<file path="config.mk">
export PLATFORM = sky130hd
export DESIGN_NAME = pong_game_ctrl
export DESIGN_NICKNAME = d
export VERILOG_FILES = /design/src/rtl/pong_pkg.sv /design/src/rtl/paddle_mover.sv /design/src/rtl/pong_game_ctrl.sv
export SDC_FILE = /design/constraint.sdc
export NUM_CORES = 1
export LEC_CHECK = 0
export BUFFER_PORTS_ARGS = -buffer_cell sky130_fd_sc_hd__buf_2
export CELL_PAD_IN_SITES_DETAIL_PLACEMENT = 0
export CELL_PAD_IN_SITES_GLOBAL_PLACEMENT = 2
export CORE_ASPECT_RATIO = 1.1
export CORE_MARGIN = 2
export CORE_UTILIZATION = 36
export CTS_BUF_LIST = sky130_fd_sc_hd__clkbuf_8
export CTS_CLUSTER_DIAMETER = 80
export CTS_CLUSTER_SIZE = 12
export DETAILED_ROUTE_END_ITERATION = 12
export PLACE_DENSITY_LB_ADDON = 0.1
export SETUP_SLACK_MARGIN = 0.02
export SLEW_MARGIN = 20
export SYNTH_ARGS = -nofsm -noshare
export SYNTH_HDL_FRONTEND = slang
export SYNTH_HIERARCHICAL = 1
export SYNTH_SLANG_ARGS = --single-unit
</file>
<file path="constraint.sdc">
create_clock -name clk_25 -period 4.96 [get_ports clk_25]
set_clock_uncertainty 0.1 [all_clocks]
set_input_delay 0.992 -clock clk_25 [delete_from_list [all_inputs] [get_ports clk_25]]
set_output_delay 0.992 -clock clk_25 [all_outputs]
set_load 0.02 [all_outputs]
</file>
<file path="src/rtl/pong_pkg.sv">
// Shared pong definitions: game state encoding and reset/centre coordinates,
// used by both the game controller and the renderer.
package pong_pkg;

  typedef enum logic [1:0] {
    ST_IDLE  = 2'd0,
    ST_SERVE = 2'd1,
    ST_PLAY  = 2'd2,
    ST_OVER  = 2'd3
  } game_state_t;

  localparam int         PAD_W   = 8;
  localparam logic [9:0] BALL_X0 = 10'd316;
  localparam logic [9:0] BALL_Y0 = 10'd236;
  localparam logic [9:0] PAD_Y0  = 10'd216;

endpackage

</file>
<file path="src/rtl/paddle_mover.sv">
// One paddle's vertical position: steps up/down once per enabled frame and
// saturates at the top and bottom of the active area.
module paddle_mover
  import pong_pkg::*;
#(
  parameter int V_RES        = 480,
  parameter int PADDLE_H     = 48,
  parameter int PADDLE_SPEED = 4
) (
  input  logic       clk,
  input  logic       rst,
  input  logic       load,
  input  logic       en,
  input  logic       up,
  input  logic       dn,
  output logic [9:0] pad_y
);

  localparam logic signed [10:0] Y_MAX = 11'(V_RES - PADDLE_H);
  localparam logic signed [10:0] STEP  = 11'(PADDLE_SPEED);

  logic signed [10:0] y_next;

  function automatic logic [9:0] clamp_y(input logic signed [10:0] v);
    if (v < 11'sd0)
      return 10'd0;
    else if (v > Y_MAX)
      return Y_MAX[9:0];
    else
      return v[9:0];
  endfunction

  always_comb begin
    y_next = $signed({1'b0, pad_y});
    if (up && !dn)
      y_next = $signed({1'b0, pad_y}) - STEP;
    else if (dn && !up)
      y_next = $signed({1'b0, pad_y}) + STEP;
  end

  always_ff @(posedge clk) begin
    if (rst || load)
      pad_y <= PAD_Y0;
    else if (en)
      pad_y <= clamp_y(y_next);
  end

endmodule

</file>
<file path="src/rtl/pong_game_ctrl.sv">
// Frame-rate pong sequencer: derives a frame strobe from the raster counters and
// advances ball, paddles, scores and game state once per frame in vertical blank.
module pong_game_ctrl
  import pong_pkg::*;
#(
  parameter int H_RES        = 640,
  parameter int V_RES        = 480,
  parameter int BALL_SIZE    = 8,
  parameter int PADDLE_H     = 48,
  parameter int PAD_L_X      = 16,
  parameter int PAD_R_X      = 616,
  parameter int BALL_SPEED   = 2,
  parameter int PADDLE_SPEED = 4,
  parameter int SERVE_FRAMES = 60,
  parameter int WIN_SCORE    = 9
) (
  input  logic       clk_25,
  input  logic       rst,
  input  logic [9:0] sx,
  input  logic [9:0] sy,
  input  logic       btn_start,
  input  logic       btn_up_l,
  input  logic       btn_dn_l,
  input  logic       btn_up_r,
  input  logic       btn_dn_r,
  output logic [9:0] ball_x,
  output logic [9:0] ball_y,
  output logic [9:0] pad_l_y,
  output logic [9:0] pad_r_y,
  output logic [3:0] score_l,
  output logic [3:0] score_r,
  output logic [1:0] game_state,
  output logic       frame_tick
);

  localparam logic signed [10:0] BALL_STEP = 11'(BALL_SPEED);
  localparam logic signed [10:0] BALL_SZ   = 11'(BALL_SIZE);
  localparam logic signed [10:0] PAD_HT    = 11'(PADDLE_H);
  localparam logic signed [10:0] PAD_WS    = 11'(PAD_W);
  localparam logic signed [10:0] L_X       = 11'(PAD_L_X);
  localparam logic signed [10:0] L_FACE    = 11'(PAD_L_X + PAD_W);
  localparam logic signed [10:0] R_X       = 11'(PAD_R_X);
  localparam logic signed [10:0] R_STOP    = 11'(PAD_R_X - BALL_SIZE);
  localparam logic signed [10:0] X_MAX     = 11'(H_RES - BALL_SIZE);
  localparam logic signed [10:0] Y_MAX     = 11'(V_RES - BALL_SIZE);

  game_state_t        state, state_n;
  logic               btn_q, start_rise;
  logic               dx, dy, dx_n, dy_n;  // 1 = moving toward larger coordinate
  logic [9:0]         ball_x_n, ball_y_n;
  logic [3:0]         score_l_n, score_r_n;
  logic [5:0]         serve_cnt, serve_cnt_n;
  logic               pad_load, pad_en;
  logic signed [10:0] nx, ny, by_s, pl_s, pr_s;
  logic               hit_l, hit_r;

  function automatic logic signed [10:0] to_s(input logic [9:0] v);
    return $signed({1'b0, v});
  endfunction

  assign start_rise = btn_start && !btn_q;
  assign game_state = state;
  assign pad_en     = frame_tick && (state == ST_SERVE || state == ST_PLAY);

  assign by_s = to_s(ball_y);
  assign pl_s = to_s(pad_l_y);
  assign pr_s = to_s(pad_r_y);
  assign nx   = to_s(ball_x) + (dx ? BALL_STEP : -BALL_STEP);
  assign ny   = by_s + (dy ? BALL_STEP : -BALL_STEP);

  // Vertical overlap is judged on the pre-move ball and paddle positions.
  assign hit_l = !dx && (nx <= L_FACE) && (nx + BALL_SZ > L_X) &&
                 (by_s + BALL_SZ > pl_s) && (by_s < pl_s + PAD_HT);
  assign hit_r = dx && (nx + BALL_SZ >= R_X) && (nx < R_X + PAD_WS) &&
                 (by_s + BALL_SZ > pr_s) && (by_s < pr_s + PAD_HT);

  always_comb begin
    state_n     = state;
    ball_x_n    = ball_x;
    ball_y_n    = ball_y;
    dx_n        = dx;
    dy_n        = dy;
    score_l_n   = score_l;
    score_r_n   = score_r;
    serve_cnt_n = serve_cnt;
    pad_load    = 1'b0;
    case (state)
      ST_IDLE: begin
        if (start_rise) begin
          state_n     = ST_SERVE;
          score_l_n   = 4'd0;
          score_r_n   = 4'd0;
          serve_cnt_n = 6'd0;
        end
      end
      ST_SERVE: begin
        if (frame_tick) begin
          if (serve_cnt == 6'(SERVE_FRAMES - 1)) begin
            state_n     = ST_PLAY;
            serve_cnt_n = 6'd0;
          end else begin
            serve_cnt_n = serve_cnt + 6'd1;
          end
        end
      end
      ST_PLAY: begin
        if (frame_tick) begin
          if (ny < 11'sd0) begin
            ball_y_n = 10'd0;
            dy_n     = 1'b1;
          end else if (ny > Y_MAX) begin
            ball_y_n = Y_MAX[9:0];
            dy_n     = 1'b0;
          end else begin
            ball_y_n = ny[9:0];
          end
          if (hit_l) begin
            ball_x_n = L_FACE[9:0];
            dx_n     = 1'b1;
          end else if (hit_r) begin
            ball_x_n = R_STOP[9:0];
            dx_n     = 1'b0;
          end else if (nx < 11'sd0) begin
            score_r_n = score_r + 4'd1;
            ball_x_n  = BALL_X0;
            ball_y_n  = BALL_Y0;
            dx_n      = 1'b0;
            state_n   = (score_r_n == 4'(WIN_SCORE)) ? ST_OVER : ST_SERVE;
          end else if (nx > X_MAX) begin
            score_l_n = score_l + 4'd1;
            ball_x_n  = BALL_X0;
            ball_y_n  = BALL_Y0;
            dx_n      = 1'b1;
            state_n   = (score_l_n == 4'(WIN_SCORE)) ? ST_OVER : ST_SERVE;
          end else begin
            ball_x_n = nx[9:0];
          end
        end
      end
      ST_OVER: begin
        if (btn_start) begin
          state_n  = ST_IDLE;
          ball_x_n = BALL_X0;
          ball_y_n = BALL_Y0;
          dx_n     = 1'b1;
          dy_n     = 1'b1;
          pad_load = 1'b1;
        end
      end
      default: state_n = ST_IDLE;
    endcase
  end

  always_ff @(posedge clk_25) begin
    if (rst) begin
      state      <= ST_IDLE;
      frame_tick <= 1'b0;
      btn_q      <= 1'b0;
      ball_x     <= BALL_X0;
      ball_y     <= BALL_Y0;
      dx         <= 1'b1;
      dy         <= 1'b1;
      score_l    <= 4'd0;
      score_r    <= 4'd0;
      serve_cnt  <= 6'd0;
    end else begin
      state      <= state_n;
      frame_tick <= (sx == 10'd0) && (sy == 10'(V_RES));
      btn_q      <= btn_start;
      ball_x     <= ball_x_n;
      ball_y     <= ball_y_n;
      dx         <= dx_n;
      dy         <= dy_n;
      score_l    <= score_l_n;
      score_r    <= score_r_n;
      serve_cnt  <= serve_cnt_n;
    end
  end

  paddle_mover #(.V_RES(V_RES), .PADDLE_H(PADDLE_H), .PADDLE_SPEED(PADDLE_SPEED)) u_pad_l (
    .clk  (clk_25),
    .rst  (rst),
    .load (pad_load),
    .en   (pad_en),
    .up   (btn_up_l),
    .dn   (btn_dn_l),
    .pad_y(pad_l_y)
  );

  paddle_mover #(.V_RES(V_RES), .PADDLE_H(PADDLE_H), .PADDLE_SPEED(PADDLE_SPEED)) u_pad_r (
    .clk  (clk_25),
    .rst  (rst),
    .load (pad_load),
    .en   (pad_en),
    .up   (btn_up_r),
    .dn   (btn_dn_r),
    .pad_y(pad_r_y)
  );

endmodule
</file>
---- Word level (Yosys, flattened, before mapping) ----
Index checks and enable logic that the tools add are counted.
storage, ports and cells
  register bits ........................... 60
  bits of input ports ..................... 27
  output and inout bits ................... 51
  word-level logic and storage cells ...... 163
cells by class
  $add $sub $neg .......................... 13
  magnitude comparators ................... 16
  equal/unequal tests ..................... 20
  mux-type cells .......................... 67
  reduce and logical (&&, ||, !) cells .... 35
operators with widths
  operator                 count
  $mux W10                 18
  $mux W11                 6
  $lt A11 B1 Y1 const B    4
  $mux W4                  10
  $pmux W10 S2             2
  $gt A11 B10 Y1 const B   3
  $add A10 B3 Y11 const B  2
  $add A10 B6 Y11 const B  2
  $add A11 B11 Y11         2
  $gt A11 B11 Y1           2
  $lt A11 B11 Y1           2
  $mux W2                  11
  $sub A10 B3 Y11 const B  2
  $mux W6                  3
  $pmux W4 S2              2
  $logic_and A1 B1 Y1      15
  $ne A2 B2 Y1 const B     7
  $pmux W6 S2              1
  $add A10 B4 Y11 const B  1
  $add A11 B5 Y11 const B  1
  $ge A11 B11 Y1 const B   1
  $gt A11 B11 Y1 const B   1
  $gt A11 B6 Y1 const B    1
  $le A11 B6 Y1 const B    1
  other kinds (24)         51

---- Depth between registers and ports, before layout ----
Gate-level depths: netlist of run 1.
  depth in word-level cells ............... 12
  mapped depth ............................ 14
  gate-level depth less buffers ........... 13

---- Modules after synthesis ----
Netlist of run 1, hierarchy kept.
by module, submodules not included
  module          times used  cells an instance  area an instance (sq um)  seq. area each (sq um)
  pong_game_ctrl  1           543                4,416.7                   780.7
  paddle_mover    2           87                 710.7                     160.2

---- Worst setup path after synthesis of run 1 ----
OpenSTA, ideal clock, no wires.
  path type ............................... reg-to-reg
  start ................................... reg dx
  end ..................................... reg score_r[3]
  setup time .............................. 122 ps
  arrival time ............................ 3,708 ps
  data required time ...................... 4,738 ps
  slack ................................... 1,030 ps
  cell stages (with the launch flop) ...... 14
  path buffers ............................ 0
  period minus slack after synthesis ...... 3,930 ps
  path through ............................ dfxtp_1 -> inv_1 -> ha_1 -> a211oi_4 -> nor3b_1 -> nor2_1 -> ha_1 -> o211a_1 -> a21o_2 -> a211o_1 -> a221o_1 -> a22o_1 -> o311a_1 -> a311o_1
between the ends
  word-level cells in the longest chain between the ends .. 10
  elaborated cells on any way between the ends .. 21
  classes of those cells .................. add/sub (2); order compare (5); eq/ne (3); mux (1); reduce/logical (10)
ends and longest elaborated chain
  element                            line                                        text
  start: declaration                 pong_game_ctrl.sv:49                        logic dx, dy, dx_n, dy_n;
  start signal: assignment           pong_game_ctrl.sv:172                       dx <= dx_n;
  $mux W11                           pong_game_ctrl.sv:68                        assign nx = to_s(ball_x) + (dx ? BALL_STEP : -BALL_STEP);
  $add A11 B11 Y11                   pong_game_ctrl.sv:68
  $add A11 B5 Y11                    pong_game_ctrl.sv:72, pong_game_ctrl.sv:74
  $ge A11 B11 Y1                     pong_game_ctrl.sv:74                        assign hit_r = dx && (nx + BALL_SZ >= R_X) && (nx < R_X + PAD_WS) &&
  $logic_and A1 B1 Y1 (3 in series)  pong_game_ctrl.sv:74
  $logic_and A1 B1 Y1                pong_game_ctrl.sv:75                        (by_s + BALL_SZ > pr_s) && (by_s < pr_s + PAD_HT);
  $ne A2 B2 Y1 (no line)             -
  $reduce_and A6 Y1 (no line) (*)    -
  end signal: assignment             pong_game_ctrl.sv:175                       score_r <= score_r_n;
  end: declaration                   pong_game_ctrl.sv:31                        output logic [3:0] score_r,
Mark *: on every way between the ends. The rest lies on a longest branch, timed or not.
A chain may end at the register's enable or synchronous reset.

---- Final worst setup path of run 1 ----
  start ................................... reg dx
  end ..................................... reg score_r[2]
Same word-level chain as after synthesis.

==> impl_results.md, run 1 <==
- VDD IR max: 111 µV
- Leakage: 2.79 nW
- Final nets: 879
- TritonCTS buffer count: 5
- Pre-CTS WS: 0.373 ns
- CTS Root Cell: clkbuf_8
- Worst Setup End Kind: flip-flop
- Slew Viols, Final: 0
- Adder-cell share of the synthesized area: 0.153
- Crit path max fanout: 13
- Status: finished clean
- DP HPWL: 13800 µm
- H-tree Lvls: 2
- Via density: 5.82
- Core box area: 15800 µm²
- Sink Count: 55
- # DRC: 0
- FF/Latch Area: 1100 µm²
- Simple-gate share of the synthesized area: 0.253
- Area grow syn2layout: 10.3%
- Initial antenna violation count: 0
- Power Dens Cells: 163 nW/µm²
- Initial core utilization: 0.370
- Period utilisation layout: 0.927
- Drt first pass iters: 7
- Reg clk slew, reported paths: 0.12 ns
- Site Rows: 48
- # hold bufs at CTS: 0
- RePlAce Congestion: 0.821
- # resized after CTS: 0
- Post-synthesis cell count: 717
- DR vias: 5712
- Overall global routing resource usage: 0.203
- CP bufs+invs: 2
- Die width: 125 µm
- Final hold vios: 0
- DR iter-0 viols: 284
- Commonest non-fill, non-tap cells in the layout: buf_2 (72), ha_1 (68), nor2_1 (62), dfxtp_1 (55), a21oi_1 (49)
- GRT overflow: 0
- Post-Synth XOR/XNOR Area: 0.0602
- CP required: 5.11 ns
- Routed wire length: 17700 µm
- Max cap viols: 0
- First-pass GRT wire length: 28300 µm
- Synth Area per Inst: 8.14 µm²
- Worst path cell trace: inv_1 -> ha_1 -> a211oi_4 -> nor3b_1 -> nor2_1 -> ha_1 -> o211a_1 -> nand4b_1 -> a211o_1 -> a221o_1 -> a22oi_2 -> buf_4 -> nand2_1 -> a311o_1
- #FFs+latches synth: 55
- Worst Setup Start Kind: flip-flop
- Die footprint: 17300 µm²
- Portion of netlist area occupied by mux cells: 0.0109
- Clock Tree Buf Depth: 2
- CP max stage cell: dfxtp_1
- Crit path DAT: 4.75 ns
- ANT nets after route: 0
- Skew-Pair Late Insertion Delay: 0.35 ns
- Largest net degree at the start of global routing: 31
- Filler Cell Count: 1654
- R2r setup slk: 0.36 ns
- Sequential share of the synthesized area: 0.189
- Unique masters post-synth: 93
- Post-Syn Area: 5840 µm²
- Layout cells sized above 1: 0.162
- Port bufs: 72
- Post-synth EDFFs: 0
- Slowest Stage Delay on Critical Path: 0.44 ns
- RSZ-0062 raised after global routing: no
- Commonest non-fill, non-tap cell in the layout: buf_2
- CP top delay family: compound AO/OA/AOI/OAI gates
- Highest clock rate: 0.218 GHz
- CTS tree: done
- Hold WC Path Type: flip-flop to flip-flop
- Worst-Margin Slew: 0.688 ns
- Ys flop type: dfxtp_1
- ANT cells: 0
- Fraction of registers with async set/reset: 0
- Vias in the first global route: 5607
- Setup bufs post-CTS: 0
- Worst setup margin: 0.363 ns
- Min cycle time layout: 4.60 ns
- Chip height: 138 µm
- Largest family of logic cells by synthesized area: compound AO/OA/AOI/OAI gates
- Post-route setup TNS: 0 ns
- Critical path class: flip-flop to flip-flop
- Cell mode on critical path: ha_1
- Syn. warnings: 6
- Normalized max-slew margin: 0.538
- WL per Instance: 18.1 µm
- Final setup violating endpoints: 0
- Compound-gate portion of the synthesized area: 0.286
- Area occupied by multi-input gates: 4470 µm²
- I/O pins: 78
-- cells in the mapped netlist (all sizes together), types with 4 or more instances --
| library cell | number | area share |
|---|---|---|
| a211oi | 9 | 0.015 |
| nand4b | 7 | 0.011 |
| o21a | 10 | 0.013 |
| and4 | 5 | 0.0079 |
| nor3 | 28 | 0.026 |
| a211o | 5 | 0.0075 |
| dfxtp | 55 | 0.19 |
| nand3b | 4 | 0.0051 |
| a31oi | 11 | 0.012 |
| o21ai | 34 | 0.031 |
| o211ai | 9 | 0.012 |
| nor3b | 4 | 0.0051 |
| clkbuf | 6 | 0.0043 |
| a22oi | 11 | 0.015 |
| or2 | 4 | 0.0043 |
| o31ai | 4 | 0.0051 |
| nor4 | 5 | 0.0054 |
| xnor2 | 27 | 0.041 |
| o221ai | 6 | 0.0090 |
| inv | 42 | 0.027 |
| o211a | 7 | 0.012 |
| a21oi | 55 | 0.051 |
| xor2 | 11 | 0.020 |
| and3 | 15 | 0.017 |
| and2 | 11 | 0.012 |
| a21o | 13 | 0.017 |
| nor2 | 62 | 0.040 |
| buf | 12 | 0.016 |
| a311o | 4 | 0.0071 |
| nor2b | 12 | 0.013 |
| nand2b | 7 | 0.0075 |
| ha | 68 | 0.15 |
| nand3 | 21 | 0.018 |
| and3b | 4 | 0.0060 |
| nand2 | 41 | 0.026 |
| nand4 | 18 | 0.022 |
| or3 | 7 | 0.0075 |
-- state kept, by name (all words and copies together), names as in the netlist --
| register | flops |
|---|---|
| dy | 1 |
| u_pad_r/pad_y | 8 |
| ball_x | 9 |
| serve_cnt | 6 |
| u_pad_l/pad_y | 8 |
| ball_y | 10 |
| game_state | 2 |
| dx | 1 |
| score_r | 4 |
| frame_tick | 1 |
| btn_q | 1 |
| score_l | 4 |
-- worst paths after layout --
kind	startpoint	to	depth (start not counted)
worst max-delay path	dx	score_r[2]	14
worst min-delay path	serve_cnt[5]	serve_cnt[5]	2
worst max register to register	dx	score_r[2]	14
worst min register to register	serve_cnt[5]	serve_cnt[5]	2
-- where the power goes --
part / switching [mW] / total, mW / leakage [nW] / internal, mW
clock: 0.177 / 0.277 / 0.0406 / 0.0992
combinational: 0.193 / 0.300 / 2.30 / 0.107
sequential: 0.0207 / 0.476 / 0.445 / 0.455
total: 0.391 / 1.05 / 2.79 / 0.662
-- worst min-delay path, cell delays in order, from the launching register on --
cell	delay, ns
dfxtp_1	0.34
o21ai_0	0.07
a21oi_1	0.06
-- final cells by class --
class / instances / area share
clock inverters: 2 / 0.00253
clock buffers: 5 / 0.0107
well taps: 200 / 0.0389
flip-flops and latches: 55 / 0.171
repair buffers: 74 / 0.0583
multi-input cells: 604 / 0.694
inverters: 42 / 0.0245
-- routing by layer --
layer,part of all wire,vias to the layer above,track usage
li1,-,2825,-
met1,0.42,2720,0.230
met2,0.53,143,0.397
met3,0.036,24,0.0276
met4,0.018,0,0.0531
met5,0,-,0
-- logic make-up after synthesis --
family          after synthesis
xor+xnor                     38
flops                        55
compound gates              221
mux                           6
simple gates                264
fa+ha+maj                    70
other cells                   3
buf+inv                      60
-- through the flow --
| stage | hold slack [ns] | power [mW] | cells | util | cell area, µm² |
|---|---|---|---|---|---|
| after floorplan | 0.358 | 0.704 | 719 | - | 5850 |
| after global placement | 0.378 | 0.787 | 975 | 0.402 | 6350 |
| final | 0.398 | 1.05 | 982 | 0.408 | 6440 |
| after global routing | 0.418 | 1.12 | 982 | 0.408 | 6440 |
| after detailed placement | 0.384 | 0.784 | 975 | 0.402 | 6350 |
| after CTS | 0.400 | 1.06 | 982 | 0.408 | 6440 |
Note: power is estimated with default switching activity, not from simulation.
==> inputs of run 2 (changes only) <==
Settings changed: SETUP_SLACK_MARGIN 0.02 to 0.5.
==> run 2 against run 1 <==
Total power about the same; cell count increased by 0.61%; sequential power about the same; critical path depth decreased by 2; final area increased by 0.93%.
==> impl_results.md, run 2 (synthesis gave the netlist of run 1 again) <==
- Switching part of the total: 0.370
- Final setup violating endpoints: 0
- Post-route setup TNS: 0 ns
- Clock Tree Buf Depth: 2
- Largest registers: ball_y x10, ball_x x9
- Skew-Pair Late Insertion Delay: 0.34 ns
- RePlAce Congestion: 0.821
- Commonest non-fill, non-tap cell in the layout: buf_2
- Highest clock rate: 0.236 GHz
- Total power: 1.05 mW
- CTS Root Cell: clkbuf_8
- CP required: 5.11 ns
- Chip height: 138 µm
- Normalized max-slew margin: 0.531
- Power Dens Cells: 162 nW/µm²
- Largest net degree at the start of global routing: 31
- Fin Hold WS: 0.398 ns
- Via density: 5.80
- RSZ-0062 raised after global routing: no
- H-tree Lvls: 2
- # hold bufs at CTS: 0
- Initial antenna violation count: 0
- Hold WC Path Type: flip-flop to flip-flop
- VDD IR max: 110 µV
- Part of the power in registers: 0.452
- Pint: 0.663 mW
- Min cycle time layout: 4.24 ns
- Sink Count: 55
- Overall global routing resource usage: 0.203
- Worst Setup Start Kind: flip-flop
- GRT overflow: 0
- Vias in the first global route: 5626
- Reg clk slew, reported paths: 0.11 ns
- Final hold vios: 0
- Area grow syn2layout: 11.3%
- Final Util: 0.412
- Site Rows: 48
- Max cap viols: 0
- Initial core utilization: 0.370
- Routed wire length: 17800 µm
- # DRC: 0
- TritonCTS buffer count: 5
- DR vias: 5726
- Slew Viols, Final: 0
- Core box area: 15800 µm²
- Port bufs: 72
- Final nets: 885
- Combinational Power Share: 0.287
- Crit path max fanout: 10
- NetSw: 0.390 mW
- Die width: 125 µm
- ANT cells: 0
- Worst Setup End Kind: flip-flop
- DR iter-0 viols: 282
- CTS tree: done
- Period utilisation layout: 0.854
- Clock power share: 0.261
- Commonest non-fill, non-tap cells in the layout: buf_2 (72), ha_1 (68), nor2_1 (61), dfxtp_1 (55), a21oi_1 (48)
- WL per Instance: 18.0 µm
- Reg with most FFs: ball_y
- Critical path class: flip-flop to flip-flop
- Drt first pass iters: 5
- First-pass GRT wire length: 28400 µm
- Layout cells sized above 1: 0.174
- Crit path DAT: 4.38 ns
- R2r setup slk: 0.72 ns
- ANT nets after route: 0
- DP HPWL: 13800 µm
- Leakage: 2.81 nW
- Die footprint: 17300 µm²
- Largest register FFs: 10
- Status: finished clean
- Worst-Margin Slew: 0.698 ns
- I/O pins: 78
-- run 2: cell count changes in the layout (fill, tap and decap cells not counted) --
cell,before,now
a21oi_1,49,48
nor3b_1,4,3
clkinvlp_4,1,2
a21oi_2,6,7
nor2_2,0,1
nor3b_2,0,1
nor2_1,62,61
buf_4,2,8
inv_1,42,41
-- run 2: power by group through the flow --
stage / combinational, mW / sequential, mW / clock, mW
after global placement: 0.301 / 0.486 / 0
final: 0.302 / 0.476 / 0.275
after floorplan: 0.212 / 0.491 / 0
after detailed placement: 0.298 / 0.486 / 0
after CTS: 0.300 / 0.476 / 0.286
after global routing: 0.341 / 0.479 / 0.297
-- run 2: layout make-up --
cell class / count / area (µm²)
tap: 200 / 250
timing repair buffer: 80 / 420
fill: 1654 / 9300
sequential: 55 / 1100
multi-input combinational: 604 / 4480
clock inverter: 2 / 16.3
inverter: 42 / 161
clock buffer: 5 / 68.8
-- run 2: routing by layer --
metal / track usage / up-vias / wire length, µm
met5: 0 / - / 0
met4: 0.0531 / 0 / 315
met3: 0.0276 / 22 / 598
met2: 0.398 / 120 / 9390
met1: 0.231 / 2749 / 7470
li1: - / 2835 / -
-- run 2: path summary, 6_finish.rpt --
kind | startpoint | end | depth (start not counted)
worst max-delay path | dx | score_r[3] | 12
worst max register to register | dx | score_r[3] | 12
worst min register to register | serve_cnt[5] | serve_cnt[5] | 2
worst min-delay path | serve_cnt[5] | serve_cnt[5] | 2
-- run 2: timing repair --
item / in CTS / in global routing
setup buffers: 5 / 1
cloned: 0 / 0
pin swaps: 1 / 1
resized for setup: 1 / 3
setup endpoints to repair: 6 / 25
-- run 2: stage by stage --
| stage | worst slack (ns) | std cells | cell area (µm²) |
|---|---|---|---|
| final | 0.725 | 988 | 6500 |
| after global routing | 0.523 | 988 | 6500 |
| after CTS | 0.554 | 987 | 6480 |
| after detailed placement | 0.373 | 975 | 6350 |
| after global placement | 0.577 | 975 | 6350 |
| after floorplan | 1.03 | 719 | 5850 |
-- run 2: worst max-delay path: stages, from the launching register on --
cell,delay [ns]
dfxtp_1,0.48
clkinvlp_4,0.22
buf_4,0.18
fa_1,0.40
a211oi_2,0.52
or4b_4,0.24
nand4_4,0.18
a21o_2,0.26
a211o_1,0.26
a221o_1,0.36
a22o_1,0.31
o311a_1,0.37
a311o_1,0.26
==> inputs of run 3 (changes only) <==
Settings changed: REMOVE_ABC_BUFFERS set to 1.
==> run 3 against run 2 <==
Flip-flop and latch count unchanged; wire length decreased by 3.3%; hold slack got worse by 0.0047 ns; largest cell class unchanged; first-iteration DRC count increased by 15%; critical endpoint is now score_r[2].
==> impl_results.md, run 3 (synthesis gave the netlist of run 1 again) <==
- Largest register FFs: 10
- FF/Latch Area: 1100 µm²
- ANT cells: 0
- TritonCTS buffer count: 5
- RePlAce Congestion: 0.863
- Fin Hold WS: 0.393 ns
- Worst Setup End Kind: flip-flop
- DP HPWL: 13300 µm
- Largest registers: ball_y x10, ball_x x9
- Slew Viols, Final: 0
- Highest clock rate: 0.241 GHz
- Final hold vios: 0
- Power Dens Cells: 166 nW/µm²
- Layout cells sized above 1: 0.172
- RSZ-0062 raised after global routing: no
- Normalized max-slew margin: 0.480
- Clock Tree Buf Depth: 2
- # DRC: 0
- Worst Setup Start Kind: flip-flop
- Pre-CTS WS: 0.573 ns
- I/O pins: 78
- Crit path DAT: 4.31 ns
- Commonest non-fill, non-tap cell in the layout: buf_2
- Critical path class: flip-flop to flip-flop
- Vias in the first global route: 5346
- Worst-Margin Slew: 0.775 ns
- Met2 usage: 0.336
- Largest net degree at the start of global routing: 31
- Status: finished clean
- Period utilisation layout: 0.836
- Final setup violating endpoints: 0
- Final instance area: 6500 µm²
- Die width: 125 µm
- Slowest Stage Delay on Critical Path: 0.40 ns
- DR iter-0 viols: 324
- Post-route setup TNS: 0 ns
- Initial core utilization: 0.370
- VDD IR max: 128 µV
- Via density: 5.78
- Routed wire length: 17200 µm
- Worst setup margin: 0.814 ns
- Skew-Pair Late Insertion Delay: 0.36 ns
- Core box area: 15800 µm²
- DP Area: 6370 µm²
- GRT overflow: 0
- GRT met3 Usage: 0.0268
- CP max stage cell: dfxtp_1
- CTS Root Cell: clkbuf_8
- Commonest non-fill, non-tap cells in the layout: buf_2 (72), ha_1 (68), nor2_1 (61), dfxtp_1 (55), a21oi_1 (48)
- M1 GR Usage: 0.265
- Area grow syn2layout: 11.3%
- Site Rows: 48
- Hold WC Path Type: flip-flop to flip-flop
- Crit path max fanout: 12
- Min cycle time layout: 4.15 ns
- Reg clk slew, reported paths: 0.13 ns
- CP required: 5.12 ns
- DR vias: 5700
- Overall global routing resource usage: 0.198
- H-tree Lvls: 2
- CTS tree: done
- GRT busiest layer: met2
- Worst path cell trace: inv_1 -> ha_1 -> a211oi_4 -> nor3b_2 -> nor2_2 -> ha_1 -> o211a_1 -> nand4b_1 -> a211o_1 -> a221o_1 -> a22oi_2 -> buf_4 -> nand2_1 -> a311o_1
- Die footprint: 17300 µm²
- Port bufs: 72
- Leakage: 2.82 nW
- Final nets: 883
- Max cap viols: 0
- First-pass GRT wire length: 27700 µm
- Area occupied by multi-input gates: 4480 µm²
- ANT nets after route: 0
- # hold bufs at CTS: 0
- Sink Count: 55
- Cell mode on critical path: ha_1
- Drt first pass iters: 5
- WL per Instance: 17.4 µm
- Filler Cell Count: 1663
- Total power: 1.08 mW
- Reg with most FFs: ball_y
- Initial antenna violation count: 0
- Chip height: 138 µm
-- run 3: changes by cell type in the layout (fill, tap and decap cells not counted), sizes merged --
cell	change
clkinv	+1
inv	+2
clkinvlp	-2
buf	-2
-- run 3: worst paths after layout --
check | start | endpoint | slack [ns] | depth (start not counted)
min | ball_x[6] | ball_x[6] | 0.39 | 2
max reg2reg | dx | score_r[2] | 0.81 | 14
min reg2reg | ball_x[6] | ball_x[6] | 0.39 | 2
max | dx | score_r[2] | 0.81 | 14
-- run 3: per-layer routing --
layer | up-vias | part of all wire
li1 | 2855 | -
met1 | 2709 | 0.47
met2 | 119 | 0.47
met3 | 17 | 0.037
met4 | 0 | 0.017
met5 | - | 0
-- run 3: through the flow --
| stage | utilization | instances |
|---|---|---|
| 2_1_floorplan | - | 701 |
| 3_3_place_gp | 0.403 | 977 |
| 3_5_place_dp | 0.403 | 977 |
| 4_1_cts | 0.410 | 985 |
| 5_1_grt | 0.411 | 987 |
| 6_report | 0.411 | 987 |
-- run 3: worst max-delay path, delay by kind of cell, from the launching register on --
family | cells | cell delay (ns)
DFF | 1 | 0.40
buffers and inverters | 2 | 0.41
AOI/OAI and AO/OA | 6 | 1.94
and+or+nand+nor | 4 | 0.57
adders and majority gates | 2 | 0.66
-- run 3: final cells by class --
cell class,count,share of cell area
flip-flops and latches,55,0.169
well taps,200,0.0385
repair buffers,78,0.0624
clock buffers,5,0.0106
multi-input cells,604,0.690
inverters,42,0.0243
clock inverters,3,0.00482
-- run 3: repair_timing --
item,CTS,global route
setup endpoints to repair,0,8
setup buffers,0,2
hold endpoints to repair,0,0
gates resized for setup,0,3
-- run 3: where the power goes --
| part | switching (mW) | total [mW] | internal, mW |
|---|---|---|---|
| clock | 0.194 | 0.302 | 0.108 |
| sequential | 0.0194 | 0.475 | 0.455 |
| combinational | 0.194 | 0.302 | 0.108 |
| total | 0.407 | 1.08 | 0.671 |
